<file path="src/rtl/instr_fetch_sequencer.sv">
// Multi-cycle fetch/issue controller: fetches from a registered-output block RAM,
// loads the IR, issues it with a valid/done handshake, then advances the PC.
module instr_fetch_sequencer #(
  parameter int          ADDR_W  = 11,
  parameter int          DATA_W  = 32,
  parameter int          MEM_LAT = 1,
  parameter logic [4:0]  HLT_OP  = 5'b11111
) (
  input  logic              i_clk,
  input  logic              i_rst,
  input  logic              i_start,
  input  logic              i_halt_req,
  output logic              o_mem_en,
  output logic [ADDR_W-1:0] o_mem_addr,
  input  logic [DATA_W-1:0] i_mem_dout,
  output logic [DATA_W-1:0] o_ir,
  output logic              o_ir_valid,
  input  logic              i_exec_done,
  output logic [ADDR_W-1:0] o_pc,
  output logic              o_busy,
  output logic              o_halted,
  output logic [15:0]       o_retired
);

  typedef enum logic [2:0] {
    S_IDLE,
    S_FETCH,
    S_WAIT,
    S_ISSUE,
    S_EXEC,
    S_HALTED
  } state_t;

  localparam logic [2:0] LAT_M1 = 3'(MEM_LAT - 1);

  state_t              r_state;
  state_t              w_next;
  logic [ADDR_W-1:0]   r_pc;
  logic [DATA_W-1:0]   r_ir;
  logic [2:0]          r_wait_cnt;
  logic                r_halt_latch;
  logic [15:0]         r_retired;
  logic                w_busy;
  logic                w_is_hlt;

  assign w_is_hlt = (r_ir[DATA_W-1 -: 5] == HLT_OP);
  assign w_busy   = (r_state == S_FETCH) || (r_state == S_WAIT) ||
                    (r_state == S_ISSUE) || (r_state == S_EXEC);

  always_ff @(posedge i_clk or posedge i_rst) begin
    if (i_rst) begin
      r_state <= S_IDLE;
    end else begin
      r_state <= w_next;
    end
  end

  always_comb begin
    w_next = r_state;
    case (r_state)
      S_IDLE, S_HALTED: if (i_start) w_next = S_FETCH;
      S_FETCH:          w_next = S_WAIT;
      S_WAIT:           if (r_wait_cnt == 3'd0) w_next = S_ISSUE;
      S_ISSUE:          w_next = w_is_hlt ? S_HALTED : S_EXEC;
      S_EXEC: begin
        if (i_exec_done) begin
          w_next = (r_halt_latch || i_halt_req) ? S_HALTED : S_FETCH;
        end
      end
      default:          w_next = S_IDLE;
    endcase
  end

  // The wait counter runs MEM_LAT cycles so the IR captures the RAM output in the
  // exact cycle it becomes valid after the FETCH-cycle read enable.
  always_ff @(posedge i_clk or posedge i_rst) begin
    if (i_rst) begin
      r_pc       <= '0;
      r_ir       <= '0;
      r_wait_cnt <= 3'd0;
      r_retired  <= 16'd0;
    end else begin
      case (r_state)
        S_IDLE, S_HALTED: begin
          if (i_start) begin
            r_pc      <= '0;
            r_retired <= 16'd0;
          end
        end
        S_FETCH: r_wait_cnt <= LAT_M1;
        S_WAIT: begin
          if (r_wait_cnt == 3'd0) begin
            r_ir <= i_mem_dout;
          end else begin
            r_wait_cnt <= r_wait_cnt - 3'd1;
          end
        end
        S_EXEC: begin
          if (i_exec_done) begin
            r_pc <= r_pc + ADDR_W'(1);
            if (r_retired != 16'hFFFF) r_retired <= r_retired + 16'd1;
          end
        end
        default: ;
      endcase
    end
  end

  // A halt request seen anywhere in a busy state is remembered until the next
  // instruction boundary actually drops the sequencer into HALTED.
  always_ff @(posedge i_clk or posedge i_rst) begin
    if (i_rst) begin
      r_halt_latch <= 1'b0;
    end else if (w_next == S_HALTED) begin
      r_halt_latch <= 1'b0;
    end else if (w_busy && i_halt_req) begin
      r_halt_latch <= 1'b1;
    end
  end

  assign o_mem_en   = (r_state == S_FETCH);
  assign o_mem_addr = r_pc;
  assign o_pc       = r_pc;
  assign o_ir       = r_ir;
  assign o_ir_valid = (r_state == S_ISSUE) && !w_is_hlt;
  assign o_busy     = w_busy;
  assign o_halted   = (r_state == S_HALTED);
  assign o_retired  = r_retired;

endmodule

</file>
<file path="config.mk">
export PLATFORM = sky130hd
export DESIGN_NAME = instr_fetch_sequencer
export DESIGN_NICKNAME = d
export VERILOG_FILES = /design/src/rtl/instr_fetch_sequencer.sv
export SDC_FILE = /design/constraint.sdc
export NUM_CORES = 1
export LEC_CHECK = 0
export CORE_ASPECT_RATIO = 1.75
export CORE_UTILIZATION = 49
export DETAILED_ROUTE_END_ITERATION = 10
export GPL_ROUTABILITY_DRIVEN = 0
export PLACE_DENSITY_LB_ADDON = 0.08
export SETUP_SLACK_MARGIN = 0.5
export SYNTH_ARGS = -nofsm -noshare
export SYNTH_HDL_FRONTEND = slang
export SYNTH_SLANG_ARGS = --single-unit
export TNS_END_PERCENT = 100
</file>
<file path="constraint.sdc">
create_clock -name i_clk -period 4.48 [get_ports i_clk]
set_clock_uncertainty 0.05 [all_clocks]
set_input_delay 1.12 -clock i_clk [delete_from_list [all_inputs] [get_ports i_clk]]
set_output_delay 1.12 -clock i_clk [all_outputs]
set_load 0.005 [all_outputs]
</file>
# Yosys cells after proc, flatten, opt, wreduce, memory -nomap -nowiden
# Cells that the tools add are included.
[totals]
regBits = 66
inputBits = 37
elab_cells = 55
[op_classes]
n_addsub = 3
eq_ne = 12
n_mux = 17
reduce_logical = 17
[ops]
columns = ["cell", "count"]
rows = [
  ["$mux 16", 3],
  ["$pmux 16 s2", 1],
  ["$mux 11", 2],
  ["$pmux 11 s2", 1],
  ["$add 16x1->16 const B", 1],
  ["$ne 16x16->1 const B", 1],
  ["$mux 3", 5],
  ["$pmux 3 s5", 1],
  ["$add 11x1->11 const B", 1],
  ["$eq 3x3->1 const B", 3],
  ["$eq 3x2->1 const B", 2],
  ["$logic_not 3->1", 2],
  ["$ne 2x2->1 const B", 3],
  ["$pmux 3 s2", 1],
  ["$reduce_bool 2->1", 3],
  ["$eq 5x5->1 const B", 1],
  ["$logic_or 1x1->1", 4],
  ["$reduce_and 2->1", 2],
  ["$reduce_and 4->1", 1],
  ["$eq 3x1->1 const B", 1],
  ["$mux 1", 3],
  ["$reduce_and 3->1", 1],
  ["$sub 3x1->3 const B", 1],
  ["$logic_and 1x1->1", 2],
  ["3 further kinds", 3],
]

# Longest topological paths before layout
[depth]
word_depth = 7
depth_mapped = 8

# Least setup slack after synthesis
# OpenSTA, ideal clock, no wires.
[synth_path]
kind = "input-to-reg"
startpoint = "input i_start"
endpoint = "register r_retired[14], in the netlist o_retired[14]"
arrival_ps = 2277
required_ps = 4298
path_slack_ps = 2022
path_stages = 6
path_buffers = 1
cell_sequence = "mux2_2 > a21oi_4 > buf_2 > and4bb_2 > xnor2_1 > nor2_1"
[synth_via]
elab_chain_cells = 2
[synth_rtl]
columns = ["element", "line_no", "text"]
rows = [
  ["start, declared", "11", "input logic i_start,"],
  ["$ne 2x2->1 (no source line)", "-", ""],
  ["$reduce_and 4->1 (no source line)", "-", ""],
  ["end signal, assigned", "101", "if (r_retired != 16'hFFFF) r_retired <= r_retired + 16'd1;"],
  ["end, declared", "42", "logic [15:0] r_retired;"],
]
# No other way between the ends.
# A chain may end at the register's enable or synchronous reset.

# Worst setup path in the final report
[layout_path]
startpoint = "register r_state[1]"
endpoint = "output o_ir_valid"
[layout_via]
elab_chain_cells = 2
[layout_rtl]
columns = ["element", "line_no", "text"]
rows = [
  ["start, declared", "36", "state_t r_state;"],
  ["start signal, assigned", "54", "r_state <= w_next;"],
  ["$eq 3x2->1", "125", "assign o_ir_valid = (r_state == S_ISSUE) && !w_is_hlt;"],
  ["$logic_and 1x1->1", "125", ""],
  ["end, declared", "17", "output logic o_ir_valid,"],
]
# No other way between the ends.

==> impl_metrics.yaml <==
sta:
  fin_crit_ps: 3390
  setup_violations: 0
  rsz0062_at_grt: "no"
  hold_violations: 0
  fmax_mhz: 295
  tns_ps: 0
  fin_crit_sh_pct: 75.6
  relSlewSlack_pct: 34.3
  worstMarginPinSlew_ps: 986
  drv_slew: 0
power_and_ir_drop:
  seqPwrFrac_pct: 38.2
  sw_frac_of_total_pct: 30.3
  p_sw_uw: 756
  p_int_mw: 1.74
  combinationalPowerShare_pct: 37.7
  leakage_nw: 1.86
  irDropWorstVdd_mv: 0.439
  clockPowerShare_pct: 24.1
  powerDensity_nw_per_um2: 541
  power.total_mw: 2.50
detailed_routing:
  vias: 2549
  drtIter0Drc: 142
  drtPass1Iterations: 5
  drc_errors: 0
  wl_um: 7290
  antenna_left: 0
  wl_per_cell_um: 15.4
  viasPerCell: 5.39
grt:
  grt_overflow_total: 0
  grt_pass1_vias: 2597
  gr-usage-all-layers_pct: 22.4
  antenna_found_initial: 0
  grt_pass1_wl_um: 12200
  grt_max_degree: 49
synth:
  ys_types: 50
  ys.warnings.count: 0
  yosysSeqAreaShare_pct: 50.0
  syn_area_um2: 3310
  yosys-top-cells-area: "dfrtp_1 (50%), mux2_2 (11%), xnor2_1 (4.8%)"
  postSynth.asyncResetShare_pct: 100
  synthFlopType: "dfrtp_1"
  synth_seq_cells: 66
  syn_nets: 333
  synth_edf_count: 0
  synth_area_per_cell_um2: 11.3
  yosysTopAreaCellShare_pct: 50.0
  yosysTopAreaCell: "dfrtp_1"
  syn_inst: 292
setup_path:
  crit_required_ps: 3310
  path_max_fanout: 22
  reg2reg_slack_ps: 1870
  cp-start-kind: "flop"
  crit_arrival_ps: 2220
  reg2reg_to: "o_retired[6]$_DFFE_PP0P_"
  cp-startpoint: "r_state[1]$_DFF_PP0_"
  r2r-start: "r_state[1]$_DFF_PP0_"
  end_kind: "output pin"
  crit_end: "o_ir_valid"
  crit_type: "reg -> out"
  reg2reg_depth: 5
die:
  dieHeight_um: 111
  io_pins: 111
  die-area_um2: 7090
  core_area_um2: 6540
  die_x_um: 64.1
  rows: 39
  start_util_pct: 50.6
flow_run:
  cap_violations: 0
clock_network:
  post_cts_buffers: 0
  cts.htree.levels: 3
  post_cts_resized: 0
  cts_buffer_depth: 2
  cts_buffers: 9
  cts_tree: "built"
  root_buffer: "clkbuf_16"
  cts.sinks: 66
  ctsHoldBuffers: 0
  clk_latency_ps: 320
  cts.clk_slew.worst_paths_ps: 50
layout:
  nets: 431
  insertedDiodeCount: 0
  areaGrowthSynthToFinish_pct: 39.8
  seq_area_um2: 1650
  drive_gt1_share_pct: 16.6
  final_cells: 473
  multi_input_area_um2: 1460
  fillers: 527
  fin_util_pct: 70.7
place:
  dp_cells: 461
  dpl.hpwl_um: 5160
  portBuffers: 110
outcome:
  status: "finished clean"
hold_path:
  hold_class: "reg -> reg"
## stage by stage
stage          worst slack (ps)  instance area (µm²)  hold WS [ps]
2_1_floorplan              1660                 3310           442
3_5_place_dp               1270                 4370           442
6_report                   1090                 4620           448
5_1_grt                     978                 4620           471
3_3_place_gp               1380                 4370           437
4_1_cts                    1080                 4620           453
## flip-flops by register name, summed over array words and instances (netlist names)
register,count
o_ir,32
o_mem_addr,11
o_retired,16
r_halt_latch,1
r_state,3
r_wait_cnt,3
## worst min-delay path by stage
stage / start / end / depth (start not counted)
CTS: o_ir[14]$_DFFE_PP0P_ / o_ir[14]$_DFFE_PP0P_ / 1
finish: o_ir[15]$_DFFE_PP0P_ / o_ir[15]$_DFFE_PP0P_ / 1
floorplan: r_halt_latch$_DFFE_PP0P_ / r_halt_latch$_DFFE_PP0P_ / 2
global placement: o_ir[20]$_DFFE_PP0P_ / o_ir[20]$_DFFE_PP0P_ / 1
detailed placement: o_ir[14]$_DFFE_PP0P_ / o_ir[14]$_DFFE_PP0P_ / 1
global route: o_ir[10]$_DFFE_PP0P_ / o_ir[10]$_DFFE_PP0P_ / 1
## power groups by stage
| stage | logic (mW) | registers [mW] | clock network, mW |
|---|---|---|---|
| floorplan | 0.522 | 0.906 | 0 |
| detailed placement | 0.951 | 0.960 | 0 |
| global placement | 0.940 | 0.948 | 0 |
| CTS | 0.958 | 0.953 | 0.615 |
| global route | 1.01 | 0.986 | 0.640 |
| finish | 0.942 | 0.954 | 0.603 |
## synth_stat cells (2+ instances only)
library cell	n
buf_6	2
xnor2_1	18
buf_2	6
nor2_1	27
a211oi_1	2
or2_2	2
a22o_1	2
nor4_1	3
buf_4	11
xor2_1	2
a21oi_1	8
dfrtp_1	66
a31o_2	3
nor2b_1	2
mux2_2	33
ha_1	4
nor3b_1	4
and4_1	4
nor3_1	4
nand2_1	15
nor4b_1	3
inv_1	9
and3_1	4
clkbuf_1	7
nand4_1	3
o21ai_0	9
nor4b_2	2
and4bb_2	2
nand3_1	14
## layout make-up
type | count | area share (%)
Inverter | 9 | 0.731
Clock inverter | 1 | 0.108
Tap cell | 82 | 2.22
Clock buffer | 11 | 5.25
Multi-Input combinational cell | 190 | 31.5
Timing Repair Buffer | 114 | 24.5
Sequential cell | 66 | 35.7
## cell usage in the layout, fill, tap and decap left out, types with 3 or more instances in the layout
| master | instances |
|---|---|
| dfrtp_1 | 66 |
| clkbuf_16 | 9 |
| nor3_1 | 4 |
| nor2_1 | 27 |
| o21ai_0 | 9 |
| and4_1 | 4 |
| and3_1 | 4 |
| nand2_1 | 15 |
| inv_1 | 8 |
| nor4b_1 | 3 |
| nand4_1 | 3 |
| ha_1 | 4 |
| clkdlybuf4s50_1 | 110 |
| mux2_2 | 33 |
| nor3b_1 | 4 |
| buf_4 | 4 |
| a31o_2 | 3 |
| nor4_1 | 3 |
| xnor2_1 | 18 |
| a21oi_1 | 8 |
| nand3_1 | 14 |
## worst max-delay path, cell delays in order (launching register included)
cell and delay [ps]:
dfrtp_1 930, nand2_1 190, nor3_1 220, clkdlybuf4s50_1 550
## per-layer routing
metal  GRT usage [%]  share of wire, %  vias to the layer above
met1            24.7                39                     1257
met4            9.04               1.7                        0
met2            37.9                53                       76
met5               0                 0                        -
met3            8.85               5.9                        8
li1                -                 -                     1208
## cell families after synthesis
| group | synth area share (%) |
|---|---|
| buffers and inverters | 6.02 |
| DFF | 50.0 |
| muxes | 12.0 |
| xor gates and xnor gates | 5.30 |
| AOI/OAI and AO/OA | 8.10 |
| adders and majority gates | 1.51 |
| and+or+nand+nor | 17.1 |
Note: power is estimated with default switching activity, not from simulation.
